[src/rtl/addsub_pkg.sv]
// addsub_pkg: op encoding plus clog2 and pipeline-latency helpers shared by the adder and its bench
package addsub_pkg;
    typedef enum logic [1:0] {OP_ADD = 2'b00, OP_SUB = 2'b01, OP_SLTU = 2'b10, OP_SLT = 2'b11} op_t;
    function automatic int clog2(input int v);
        int r;
        r = 0;
        for (int i = 0; (1 << i) < v; i++) r = i + 1;
        return r;
    endfunction
    function automatic int addsub_latency(input int w, input int lps);
        return 1 + (clog2(w) + lps - 1) / lps;
    endfunction
endpackage

[src/rtl/addsub_prefix_pipe_level.sv]
// prefix_pg_level: one Sklansky level, g_i/p_i group generate/propagate in, g_o/p_o out; levels past clog2(WIDTH) pass through
module prefix_pg_level #(
    parameter int WIDTH = 32,
    parameter int LEVEL = 0
) (
    input  logic [WIDTH-1:0] g_i,
    input  logic [WIDTH-1:0] p_i,
    output logic [WIDTH-1:0] g_o,
    output logic [WIDTH-1:0] p_o
);
    for (genvar i = 0; i < WIDTH; i++) begin : g_b
        if (((i >> LEVEL) & 1) == 1) begin : g_c
            localparam int J = ((i >> LEVEL) << LEVEL) - 1;
            assign g_o[i] = g_i[i] | (p_i[i] & g_i[J]);
            assign p_o[i] = p_i[i] & p_i[J];
        end else begin : g_n
            assign g_o[i] = g_i[i];
            assign p_o[i] = p_i[i];
        end
    end
endmodule

[src/rtl/addsub_prefix_pipe.sv]
// addsub_prefix_pipe: pipelined prefix add/sub/compare; in_valid/in_ready/op/a/b/cin/tag_in in, out_valid/out_ready/result/cout/overflow/zero/tag_out out
module addsub_prefix_pipe
    import addsub_pkg::*;
#(
    parameter int WIDTH            = 32,
    parameter int LEVELS_PER_STAGE = 2,
    parameter int TAG_W            = 4
) (
    input  logic             clk,
    input  logic             rst_n,
    input  logic             in_valid,
    output logic             in_ready,
    input  logic [1:0]       op,
    input  logic [WIDTH-1:0] a,
    input  logic [WIDTH-1:0] b,
    input  logic             cin,
    input  logic [TAG_W-1:0] tag_in,
    output logic             out_valid,
    input  logic             out_ready,
    output logic [WIDTH-1:0] result,
    output logic             cout,
    output logic             overflow,
    output logic             zero,
    output logic [TAG_W-1:0] tag_out
);
    localparam int LPS = LEVELS_PER_STAGE;
    localparam int NS  = addsub_latency(WIDTH, LPS) - 1;
    logic             rdy_q;
    logic             v_q   [NS];
    logic [WIDTH-1:0] g_q   [NS];
    logic [WIDTH-1:0] p_q   [NS];
    logic [WIDTH-1:0] x_q   [NS];
    logic             c_q   [NS];
    op_t              op_q  [NS];
    logic [TAG_W-1:0] tag_q [NS];
    logic [WIDTH-1:0] gn    [NS];
    logic [WIDTH-1:0] pn    [NS];
    logic             out_valid_q, cout_q, overflow_q, zero_q;
    logic [WIDTH-1:0] result_q;
    logic [TAG_W-1:0] tag_out_q;
    logic             adv, sub_d, c_d, co_d, ov_d, arith_d, unused_p;
    op_t              op_d, op_l;
    logic [WIDTH-1:0] bx_d, p_d, g_d, gf, sum_d, res_d;
    assign adv      = !(out_valid_q && !out_ready);
    assign in_ready = rdy_q && adv;
    assign op_d     = op_t'(op);
    assign sub_d    = op_d != OP_ADD;
    assign bx_d     = sub_d ? ~b : b;
    assign c_d      = sub_d ? 1'b1 : cin;
    assign p_d      = a ^ bx_d;
    // Fold the carry-in into bit 0's generate so the prefix G at bit i is the carry out of bit i.
    assign g_d      = (a & bx_d) | {{(WIDTH-1){1'b0}}, p_d[0] & c_d};
    for (genvar s = 0; s < NS; s++) begin : g_st
        logic [WIDTH-1:0] gc [LPS+1];
        logic [WIDTH-1:0] pc [LPS+1];
        assign gc[0] = g_q[s];
        assign pc[0] = p_q[s];
        for (genvar l = 0; l < LPS; l++) begin : g_lv
            prefix_pg_level #(.WIDTH(WIDTH), .LEVEL(s * LPS + l)) u_lvl (
                .g_i(gc[l]), .p_i(pc[l]), .g_o(gc[l+1]), .p_o(pc[l+1])
            );
        end
        assign gn[s] = gc[LPS];
        assign pn[s] = pc[LPS];
    end
    assign unused_p = ^pn[NS-1];
    assign gf       = gn[NS-1];
    assign op_l     = op_q[NS-1];
    assign sum_d    = x_q[NS-1] ^ {gf[WIDTH-2:0], c_q[NS-1]};
    assign co_d     = gf[WIDTH-1];
    assign ov_d     = gf[WIDTH-1] ^ gf[WIDTH-2];
    assign arith_d  = op_l == OP_ADD || op_l == OP_SUB;
    assign res_d    = arith_d ? sum_d
                    : {{(WIDTH-1){1'b0}}, op_l == OP_SLTU ? !co_d : sum_d[WIDTH-1] ^ ov_d};
    always_ff @(posedge clk or negedge rst_n) begin
        if (!rst_n) begin
            rdy_q       <= 1'b0;
            out_valid_q <= 1'b0;
            result_q    <= '0;
            cout_q      <= 1'b0;
            overflow_q  <= 1'b0;
            zero_q      <= 1'b0;
            tag_out_q   <= '0;
            for (int s = 0; s < NS; s++) begin
                v_q[s]   <= 1'b0;
                g_q[s]   <= '0;
                p_q[s]   <= '0;
                x_q[s]   <= '0;
                c_q[s]   <= 1'b0;
                op_q[s]  <= OP_ADD;
                tag_q[s] <= '0;
            end
        end else begin
            rdy_q <= 1'b1;
            if (adv) begin
                v_q[0]   <= in_valid && in_ready;
                g_q[0]   <= g_d;
                p_q[0]   <= p_d;
                x_q[0]   <= p_d;
                c_q[0]   <= c_d;
                op_q[0]  <= op_d;
                tag_q[0] <= tag_in;
                for (int s = 1; s < NS; s++) begin
                    v_q[s]   <= v_q[s-1];
                    g_q[s]   <= gn[s-1];
                    p_q[s]   <= pn[s-1];
                    x_q[s]   <= x_q[s-1];
                    c_q[s]   <= c_q[s-1];
                    op_q[s]  <= op_q[s-1];
                    tag_q[s] <= tag_q[s-1];
                end
                out_valid_q <= v_q[NS-1];
                if (v_q[NS-1]) begin
                    result_q   <= res_d;
                    cout_q     <= co_d;
                    overflow_q <= arith_d && ov_d;
                    zero_q     <= res_d == '0;
                    tag_out_q  <= tag_q[NS-1];
                end
            end
        end
    end
    assign out_valid = out_valid_q;
    assign result    = result_q;
    assign cout      = cout_q;
    assign overflow  = overflow_q;
    assign zero      = zero_q;
    assign tag_out   = tag_out_q;
endmodule
[config.mk]
export PLATFORM = sky130hd
export DESIGN_NAME = addsub_prefix_pipe
export DESIGN_NICKNAME = d
export VERILOG_FILES = /design/src/rtl/addsub_pkg.sv /design/src/rtl/addsub_prefix_pipe_level.sv /design/src/rtl/addsub_prefix_pipe.sv
export SDC_FILE = /design/constraint.sdc
export NUM_CORES = 1
export LEC_CHECK = 0
export CAP_MARGIN = 20
export CORE_MARGIN = 2
export CORE_UTILIZATION = 57
export CTS_CLUSTER_DIAMETER = 60
export DETAILED_ROUTE_END_ITERATION = 10
export DONT_BUFFER_PORTS = 1
export HOLD_SLACK_MARGIN = 0.06
export PLACE_DENSITY = 0.75
export RECOVER_POWER = 50
export SYNTH_ARGS = -nofsm -noshare
export SYNTH_HDL_FRONTEND = slang
export SYNTH_SLANG_ARGS = --single-unit
[constraint.sdc]
create_clock -name clk -period 1.6 [get_ports clk]
set_input_delay 0.32 -clock clk [delete_from_list [all_inputs] [get_ports clk]]
set_output_delay 0.32 -clock clk [all_outputs]
set_load 0.01 [all_outputs]
==> summary.txt, run 1 <==
Synth
  • #FFs+latches synth: 293
  • Async SR Flop Fraction: 100%
  • Post-Synth XOR/XNOR Area: 4.22%
  • Synth top area share: 59.0%
  • Largest family of logic cells by synthesized area: simple AND/OR/NAND/NOR gates
  • Top FF cell, synth: dfrtp_1
  • Avg Cell Area, Syn: 9.38 sq um
  • Adder-cell area share of the yosys netlist: 3.32%
  • Synth Area in Compound Gates: 7.59%
  • Synth cell types: 35
  • EDFF count, synth: 0
  • Gate count of the mapped netlist: 1324
  • Netlist Area Pre-Place: 12400 sq um
  • Simple-Gate Fraction of Synth Area: 21.8%
  • Area leader, netlist: dfrtp_1
  • Synthesized Nets: 1432
  • Post-synthesis mux area share: 1.57%
  • Largest cells by area after synthesis: dfrtp_1, nand2_1, xnor2_1
  • Post-synthesis sequential area ratio: 59.0%
  • Synth Warn #: 0

Cells and area
  • Fill count: 1670
  • Layout area overhead: 18.0%
  • Commonest non-fill, non-tap cell in the layout: nand2_1
  • Finished Core Util: 67.8%
  • Most frequent cells in the layout: nand2_1, dfrtp_1, o21ai_0
  • Number of diodes: 0
  • Fin nets: 1488
  • Layout cell share with drive strength beyond 1: 10.3%

Routing
  • Total via count in the routed design: 8944
  • DR vias/cell: 5.32
  • WL per Instance: 15.8 microns
  • Post-DRT Antenna Nets: 0
  • DRC viols: 0
  • First-pass DRT Iterations: 7
  • Initial DRC Count: 621
  • Total wire length: 26500 microns

Worst setup path
  • CP peak stage delay: 0.47 ns
  • CP delay by family, top: flip-flops
  • Critical path buffers and inverters: 1
  • Worst setup SP type: flop
  • Crit-path max FO: 8
  • Crit-path cells: buf_12 -> a21oi_4 -> mux2i_1 -> nand4_1 -> and4bb_2 -> a32o_1
  • Crit path DAT: 2.25 ns
  • Worst EP required: 2.07 ns
  • CP Class: flop to flop
  • Slowest CP cell: dfrtp_2
  • Critical path capture point type: flop

Timing
  • Fmax: 562 MHz
  • Final setup TNS: -0.259 ns
  • PnR worst setup slack: -0.179 ns
  • Layout Skew: 0.00808 ns
  • Final slew viol count: 0
  • Worst-margin pin slew: 0.732 ns
  • Final hold vios: 293
  • Final setup fails: 2
  • Hold WS: -0.520 ns
  • Unrepaired setup endpoints after global routing: true
  • Final Critical Period: 1.78 ns
  • Max-slew headroom: 51.2%
  • Period Utilization, post-route: 111%

Floorplan
  • CORE AREA: 21600 sq um
  • Die Y: 152 microns
  • Die width: 152 microns
  • Die area: 23000 sq um
  • Starting Density: 57.5%
  • I/O pin cnt: 116
  • Cell Rows: 54

Global route
  • Pin count of the biggest net entering global routing: 294
  • Grt total ovfl: 0
  • GRT Overall Usage: 23.3%
  • Vias in the first global route: 8534
  • Met2 usage: 36.0%
  • Met1 usage: 35.4%
  • GR peak layer: met2
  • First-pass GRT wire length: 42700 microns
  • Met3 Use GR: 3.56%
  • Initial antenna violation count: 0

Pwr
  • Leakage power: 7.37 nW
  • Peak supply drop: 0.823 mV
  • Power density over the cells: 1900 nW/um^2

Placement
  • PortBufs: 0
  • Final HPWL DP: 16600 microns
  • Placement Setup Slack: -0.110 ns
  • Routability cong.: 0.817

Clock network
  • CTS root buffer: clkbuf_16
  • TritonCTS buffer count: 29
  • CTS H-Tree Depth: 1
  • Worst skew pair latency: 0.53 ns
  • Max Root-Sink Buffers: 3
  • Clk slew on worst S/H paths: 0.06 ns
  • Hold buffer count at cts: 39
  • TritonCTS clock tree: yes
  • Clk sinks: 293

Run status
  • Failing checks: negative hold slack, negative setup slack
  • Status: finished with violations

Flow run
  • Maxcap violations: 0

Hold path
  • Min-Delay Path Class: input pin to asynchronous set/reset pin
## stage by stage
| step | power, mW | cells | instance area [sq um] |
|---|---|---|---|
| after floorplan | 17.3 | 1324 | 12400 |
| after global placement | 19.8 | 1577 | 13000 |
| after detailed placement | 20.2 | 1577 | 13000 |
| after CTS | 27.6 | 1677 | 14500 |
| after global routing | 29.7 | 1681 | 14700 |
| final | 27.9 | 1681 | 14700 |
## synthesized netlist by cell type, drive strengths merged (6+ instances only)
master / count
nand2: 603
dfrtp: 293
o21ai: 58
xnor2: 56
nor2: 50
clkbuf: 48
a21oi: 46
ha: 33
a21o: 22
buf: 21
nand3: 19
o31ai: 15
mux2: 12
a22o: 11
nor2b: 9
mux2i: 6
## power by group
group	total, mW	internal (mW)	switching [mW]	leakage (nW)
Combinational	8.31	3.78	4.54	3.23
Clock	6.94	4.20	2.75	0.478
Sequential	12.6	10.2	2.42	3.66
## per-layer routing
metal	routed length [microns]	part of all wire (%)
met5	0	0
met4	432	1.6
met3	1750	6.6
met2	12000	45
met1	12400	47
## state kept, by name, summed over array words and instances, names as in the netlist, 2 cells and up
signal and count:
op_l 2, g_q 96, op_q 4, v_q 3
result 32, x_q 86, g_st.pc 46, tag_out 4
c_q 3, tag_q 12
## area by class of cell
class | instances | area, sq um | share of cell area, %
clock buffers | 41 | 821 | 5.60
multi-input cells | 961 | 4930 | 33.6
flip-flops and latches | 293 | 7330 | 50.1
well taps | 280 | 350 | 2.39
repair buffers | 94 | 1050 | 7.20
inverters | 1 | 3.75 | 0.0256
clock inverters | 11 | 160 | 1.09
## timing repair
item | in CTS | in global routing
endpoints found under the hold margin | 358 | 293
setup buffers | 7 | 3
endpoints found under the setup margin | 2 | 47
pin swaps | 1 | 7
gates cloned | 2 | 2
gates resized for setup | 9 | 23
## kinds of logic (layout without fill, tap and decap cells)
family,count (synthesis),in the layout
buffers and inverters,70,147
flip-flops,293,293
multiplexers,18,18
other,1,1
adder cells (fa/ha/maj),33,33
AO/OA/AOI/OAI,154,154
AND/OR/NAND/NOR,696,696
XOR/XNOR,59,59
## path summary, 6_finish.rpt
path                       cells after the start           start  slack [ns]              to
max                                            6         g_q[15]       -0.18            zero
min                                            0           rst_n       -0.52        tag_q[6]
max reg2reg                                    6         g_q[15]       -0.18            zero
min reg2reg                                    2  g_st[1].pc[64]        0.46  g_st[1].pc[64]
max in group asynchronous                      0           rst_n        1.47         g_q[15]
min in group clk                               3           a[16]        0.09         g_q[80]
## worst reg2reg max path: cells and delay by family (launching register included)
family	cells	cell delay [ns]
buffers and inverters	1	0.18
AO/OA/AOI/OAI	2	0.31
AND/OR/NAND/NOR	2	0.47
multiplexers	1	0.29
flip-flops	1	0.47
No activity file was read; power rests on OpenSTA's default activity.
==> run 2: changes to the inputs <==
--- a/config.mk
+++ b/config.mk
@@ -14,6 +14,8 @@
 export HOLD_SLACK_MARGIN = 0.06
 export PLACE_DENSITY = 0.75
 export RECOVER_POWER = 50
+export REMOVE_ABC_BUFFERS = 1
+export SLEW_MARGIN = 10
 export SYNTH_ARGS = -nofsm -noshare
 export SYNTH_HDL_FRONTEND = slang
 export SYNTH_SLANG_ARGS = --single-unit
==> run 2 against run 1 <==
Final cell count is 1.4% higher. Critical path type unchanged. Wire length is 3.7% higher. First-iteration DRC count is 0.97% lower. Register-to-register slack better by 0.09 ns. Sequential share of layout area is 0.72 points lower. Hold slack worse by 0.016 ns. Clock-buffer cell count is 8 higher. The run still ends with negative hold slack, negative setup slack left. Sequential power hardly changed. Largest cell class unchanged. Maximum frequency is 5.4% higher. Flip-flop and latch count stayed put. Core utilization is 0.98 points higher. Setup slack better by 0.091 ns. Critical endpoint unchanged.
==> summary.txt, run 2 (same netlist as run 1, synthesis figures left out) <==
Cells and area
  • Fin nets: 1509 (+1.4%)
  • Most frequent cells in the layout: nand2_1, dfrtp_1, o21ai_0
  • Fill count: 1622 (-2.9%)
  • Commonest non-fill, non-tap cell in the layout: nand2_1
  • Most flop-heavy register: g_q
  • Layout cell share with drive strength beyond 1: 11.7% (+1.4 points)
  • Number of diodes: 0 (unchanged)
  • Finished Core Util: 68.8% (+0.98 points)
  • Layout area overhead: 19.7%
  • Max reg flops: 96 (unchanged)

Clock network
  • CTS H-Tree Depth: 1 (unchanged)
  • Clk slew on worst S/H paths: 0.06 ns (about the same)
  • Worst skew pair latency: 0.55 ns (+0.02 ns)
  • TritonCTS clock tree: yes
  • CTS root buffer: clkbuf_16
  • Clk sinks: 293 (unchanged)
  • Max Root-Sink Buffers: 3 (unchanged)
  • Hold buffer count at cts: 40 (+2.6%)
  • TritonCTS buffer count: 30 (+3.4%)

Placement
  • Final HPWL DP: 17100 microns (+2.7%)
  • Routability cong.: 0.802 (-1.8%)
  • Placement Setup Slack: -0.139 ns (-0.0295 ns)
  • PortBufs: 0 (unchanged)

Worst setup path
  • Critical path capture point type: flop
  • Launch point of the worst reg-to-reg path: g_q[15]
  • Critical Path Source: g_q[15]
  • CP Capture Point: zero
  • Reg2reg path depth: 7 (+1)
  • Crit path DAT: 2.13 ns (-0.12 ns)
  • CP Class: flop to flop
  • Worst setup SP type: flop
  • Crit-path max FO: 15 (+7)
  • Crit Reg-Reg Endpoint: zero
  • Reg-to-reg slack, setup: -0.09 ns (+0.09 ns)
  • Worst EP required: 2.04 ns (-0.03 ns)

Floorplan
  • I/O pin cnt: 116 (unchanged)
  • Cell Rows: 54 (unchanged)
  • CORE AREA: 21600 sq um (unchanged)
  • Die area: 23000 sq um (unchanged)
  • Starting Density: 57.5% (unchanged)
  • Die Y: 152 microns (unchanged)
  • Die width: 152 microns (unchanged)

Pwr
  • Combinational fraction of design power: 30.9% (+1.1 points)
  • Sw Ratio: 34.6% (-0.20 points)
  • Switching Power: 9.90 mW (+2.1%)
  • Flop pwr share: 43.9% (-1.4 points)
  • Total power: 28.6 mW (+2.7%)
  • Clock Power Share: 25.3% (+0.4 points)
  • Peak supply drop: 0.989 mV (+20%)
  • Leakage power: 7.48 nW (+1.5%)
  • Power density over the cells: 1930 nW/um^2 (+1.2%)
  • Pint: 18.7 mW (+3.0%)

Timing
  • Final slew viol count: 0 (unchanged)
  • Final hold vios: 293 (unchanged)
  • Final setup fails: 3 (+1)
  • Final Critical Period: 1.69 ns (-0.0912 ns)
  • PnR worst setup slack: -0.0875 ns (+0.0912 ns)
  • Fmax: 593 MHz (+5.4%)
  • Layout Skew: 0.0134 ns (+0.00532 ns)
  • Period Utilization, post-route: 105% (-5.7 points)
  • Worst-margin pin slew: 0.664 ns (-0.0677 ns)
  • Max-slew headroom: 55.7% (+4.5 points)
  • Unrepaired setup endpoints after global routing: true
  • Hold WS: -0.536 ns (-0.0164 ns)
  • Final setup TNS: -0.136 ns (+0.123 ns)

Global route
  • Grt total ovfl: 0 (unchanged)
  • Initial antenna violation count: 0 (unchanged)
  • GRT Overall Usage: 24.6% (+1.3 points)
  • First-pass GRT wire length: 44400 microns (+3.9%)
  • Vias in the first global route: 8840 (+3.6%)
  • Pin count of the biggest net entering global routing: 294 (unchanged)

Run status
  • Status: finished with violations
  • Failing checks: negative hold slack, negative setup slack

Routing
  • Total wire length: 27500 microns (+3.7%)
  • DRC viols: 0 (unchanged)
  • Post-DRT Antenna Nets: 0 (unchanged)
  • Total via count in the routed design: 9127 (+2.0%)
  • Initial DRC Count: 615 (-0.97%)
  • First-pass DRT Iterations: 5 (-2)
  • DR vias/cell: 5.35 (+0.61%)
  • WL per Instance: 16.1 microns (+2.3%)

Hold path
  • Min-Delay Path Class: input pin to asynchronous set/reset pin

Flow run
  • Maxcap violations: 0 (unchanged)
-- run 2: metal layers --
| metal | global-route usage [%] | share of wire, % | routed length (microns) |
|---|---|---|---|
| met5 | 0 | 0 | 0 |
| met4 | 6.99 | 2.7 | 755 |
| met3 | 5.90 | 7.0 | 1910 |
| met2 | 41.9 | 49 | 13600 |
| met1 | 31.6 | 41 | 11300 |
-- run 2: power groups by stage --
| stage | Sequential, mW | Clock [mW] | Combinational (mW) |
|---|---|---|---|
| floorplan | 11.1 | 0 | 3.96 |
| global placement | 12.5 | 0 | 7.52 |
| detailed placement | 12.6 | 0 | 7.80 |
| CTS | 12.5 | 7.36 | 8.57 |
| global route | 13.0 | 7.63 | 9.88 |
| finish | 12.6 | 7.24 | 8.85 |
-- run 2: layout make-up --
type	count	area, sq um	share of cell area (%)
Clock inverter	7	120	0.808
Inverter	1	3.75	0.0252
Sequential cell	293	7330	49.3
Multi-Input combinational cell	961	4950	33.3
Tap cell	280	350	2.36
Clock buffer	49	923	6.21
Timing Repair Buffer	114	1190	8.00
-- run 2: worst max-delay path: stages, from the launching register on --
cell	delay [ns]
dfrtp_1	0.41
buf_12	0.18
buf_4	0.16
a21oi_4	0.16
xnor2_1	0.08
a21oi_1	0.26
nor4b_2	0.09
a32o_1	0.25
-- run 2: worst min-delay path by stage --
stage / to / from / cells after the start
2_1_floorplan: c_q[0] / rst_n / 0
3_3_place_gp: tag_q[1] / rst_n / 0
3_5_place_dp: tag_out[1] / rst_n / 0
4_1_cts: tag_out[1] / rst_n / 0
5_1_grt: tag_out[3] / rst_n / 0
6_report: tag_out[1] / rst_n / 0
-- run 2: stage by stage --
step                instances  cell area, sq um
floorplan                1255             12100
global placement         1589             13100
detailed placement       1589             13100
CTS                      1702             14800
global route             1705             14900
finish                   1705             14900
-- run 2: repair_timing --
item	CTS	global route
setup endpoints to repair	2	46
pin swaps	3	6
resized for setup	16	25
hold endpoints to repair	363	293
buffers inserted	15	3
gates cloned	2	0
==> run 3: changes to the inputs <==
--- a/config.mk
+++ b/config.mk
@@ -7,12 +7,13 @@
 export LEC_CHECK = 0
 export CAP_MARGIN = 20
 export CORE_MARGIN = 2
-export CORE_UTILIZATION = 57
+export CORE_UTILIZATION = 63
 export CTS_CLUSTER_DIAMETER = 60
 export DETAILED_ROUTE_END_ITERATION = 10
 export DONT_BUFFER_PORTS = 1
+export GPL_ROUTABILITY_DRIVEN = 0
 export HOLD_SLACK_MARGIN = 0.06
-export PLACE_DENSITY = 0.75
+export PLACE_DENSITY = 0.79
 export RECOVER_POWER = 50
 export REMOVE_ABC_BUFFERS = 1
 export SLEW_MARGIN = 10
==> constraint.sdc (replaced) <==
create_clock -name clk -period 1.9 [get_ports clk]
set_input_delay 0.38 -clock clk [delete_from_list [all_inputs] [get_ports clk]]
set_output_delay 0.38 -clock clk [all_outputs]
set_load 0.01 [all_outputs]
==> run 3 against run 2 <==
The run ends with negative hold slack left. Setup slack better by 0.18 ns. Die area is 9.3% lower. Clock power is 24% lower. Wire length is 7.8% lower. Sequential share of layout area is 3.7 points higher. First-iteration DRC count is 2.4% lower. Register-to-register slack better by 0.21 ns. Sequential power is 16% lower. Largest cell class unchanged.
==> summary.txt, run 3 (same netlist as run 1, synthesis figures left out) <==
Clock network
  • TritonCTS clock tree: yes
  • CTS H-Tree Depth: 1 (unchanged)
  • Worst skew pair latency: 0.53 ns (-0.02 ns)
  • Clk slew on worst S/H paths: 0.06 ns (about the same)
  • Hold buffer count at cts: 8 (-80%)
  • Clk sinks: 293 (unchanged)
  • CTS root buffer: clkbuf_16
  • Post CTS Setup Buffer Count: 0 (-15)
  • Max Root-Sink Buffers: 3 (unchanged)
  • TritonCTS buffer count: 29 (-3.3%)

Timing
  • Worst-margin pin slew: 0.598 ns (-0.0662 ns)
  • Period Utilization, post-route: 94.9%
  • Unrepaired setup endpoints after global routing: false
  • Fmax: 554 MHz
  • Final slew viol count: 0 (unchanged)
  • Final setup fails: 0 (-3)
  • Max-slew headroom: 60.1% (+4.4 points)
  • Final Critical Period: 1.80 ns
  • Final hold vios: 293 (unchanged)
  • Final setup TNS: 0 ns (+0.136 ns)
  • Hold WS: -0.455 ns (+0.0811 ns)
  • Layout Skew: 0.0102 ns (-0.00321 ns)

Worst setup path
  • Crit path DAT: 1.42 ns (-0.71 ns)
  • CP Class: flop to primary output
  • Worst EP required: 1.52 ns (-0.52 ns)
  • Reg-to-reg slack, setup: 0.12 ns (+0.21 ns)
  • Launch point of the worst reg-to-reg path: g_q[15]
  • Crit Reg-Reg Endpoint: zero
  • Worst setup SP type: flop
  • Reg2reg path depth: 5 (-2)
  • Critical path capture point type: primary output
  • Crit-path max FO: 11 (-4)

Cells and area
  • Sequential Area: 7330 sq um (unchanged)
  • Commonest non-fill, non-tap cell in the layout: nand2_1
  • Max reg flops: 96 (unchanged)
  • Layout area overhead: 11.2%
  • Most flop-heavy register: g_q
  • Number of diodes: 0 (unchanged)
  • Layout cell share with drive strength beyond 1: 7.45% (-4.3 points)
  • Area of the multi-input gates: 4820 sq um (-2.5%)
  • Fin nets: 1431 (-5.2%)
  • Design Area, Final: 13800 sq um (-7.1%)
  • Most frequent cells in the layout: nand2_1, dfrtp_1, o21ai_0
  • Finished Core Util: 71.2% (+2.5 points)
  • Fill count: 1513 (-6.7%)

Global route
  • Initial antenna violation count: 0 (unchanged)
  • Grt total ovfl: 0 (unchanged)
  • First-pass GRT wire length: 41000 microns (-7.6%)
  • Vias in the first global route: 8337 (-5.7%)
  • Pin count of the biggest net entering global routing: 294 (unchanged)
  • GRT Overall Usage: 24.7% (+0.17 points)

Run status
  • Status: finished with violations
  • Failing checks: negative hold slack

Routing
  • DR vias/cell: 5.42 (+1.2%)
  • WL per Instance: 15.8 microns (-2.2%)
  • DRC viols: 0 (unchanged)
  • Total via count in the routed design: 8714 (-4.5%)
  • Total wire length: 25400 microns (-7.8%)
  • Initial DRC Count: 600 (-2.4%)
  • First-pass DRT Iterations: 6 (+1)
  • Post-DRT Antenna Nets: 0 (unchanged)

Pwr
  • Power density over the cells: 1590 nW/um^2 (-17%)
  • Leakage power: 7.00 nW (-6.5%)
  • Peak supply drop: 0.880 mV (-11%)

Floorplan
  • Die area: 20900 sq um (-9.3%)
  • Cell Rows: 51 (-5.6%)
  • Die Y: 144 microns (-4.8%)
  • Die width: 144 microns (-4.8%)
  • I/O pin cnt: 116 (unchanged)
  • CORE AREA: 19400 sq um (-10%)
  • Starting Density: 64.0% (+6.6 points)

Flow run
  • Maxcap violations: 0 (unchanged)

Placement
  • Final HPWL DP: 16200 microns (-5.3%)
  • PortBufs: 0 (unchanged)
  • Post-DP Area: 12800 sq um (-2.1%)

Hold path
  • Min-Delay Path Class: input pin to asynchronous set/reset pin
[run 3: cell type report]
type	count	share of cell area (%)
Timing Repair Buffer	36	2.90
Tap cell	265	2.40
Multi-Input combinational cell	962	34.9
Clock buffer	40	6.06
Sequential cell	293	53.1
Inverter	1	0.0272
Clock inverter	11	0.634
[run 3: layer usage]
layer / share of wire, % / track usage [%]
met5: 0 / 0
met4: 1.9 / 5.52
met3: 6.4 / 5.56
met2: 49 / 41.8
met1: 42 / 33.1
[run 3: how the worst max path moves through the flow]
stage	from	endpoint
2_1_floorplan	out_ready	g_q[10]
3_3_place_gp	g_q[15]	zero
3_5_place_dp	g_q[15]	zero
4_1_cts	out_valid	in_ready
5_1_grt	g_q[15]	zero
6_report	out_valid	in_ready
[run 3: metrics by stage]
| stage | power, mW | worst slack, ns | std cells |
|---|---|---|---|
| finish | 22.0 | 0.0962 | 1608 |
| floorplan | 13.1 | -8.22 | 1255 |
| global placement | 16.2 | 0.171 | 1549 |
| global route | 23.5 | 0.0249 | 1608 |
| CTS | 22.2 | 0.00906 | 1607 |
| detailed placement | 16.5 | 0.0934 | 1549 |
[run 3: report_power, final]
part           total (mW)  leakage (nW)  switching [mW]  internal (mW)
Sequential           10.6          3.66            1.97           8.61
Clock                5.51         0.454            2.32           3.19
Combinational        5.92          2.88            3.45           2.47
Total                22.0          7.00            7.74           14.3
[run 3: timing repair]
item	in CTS	in global routing
cloned	0	1
gates resized for setup	0	2
endpoints found under the hold margin	301	293
setup endpoints to repair	1	2
[run 3: critical path: stages, from the launching register on]
cell and delay (ns):
dfrtp_2 0.48, nand2b_4 0.20, and2_1 0.21
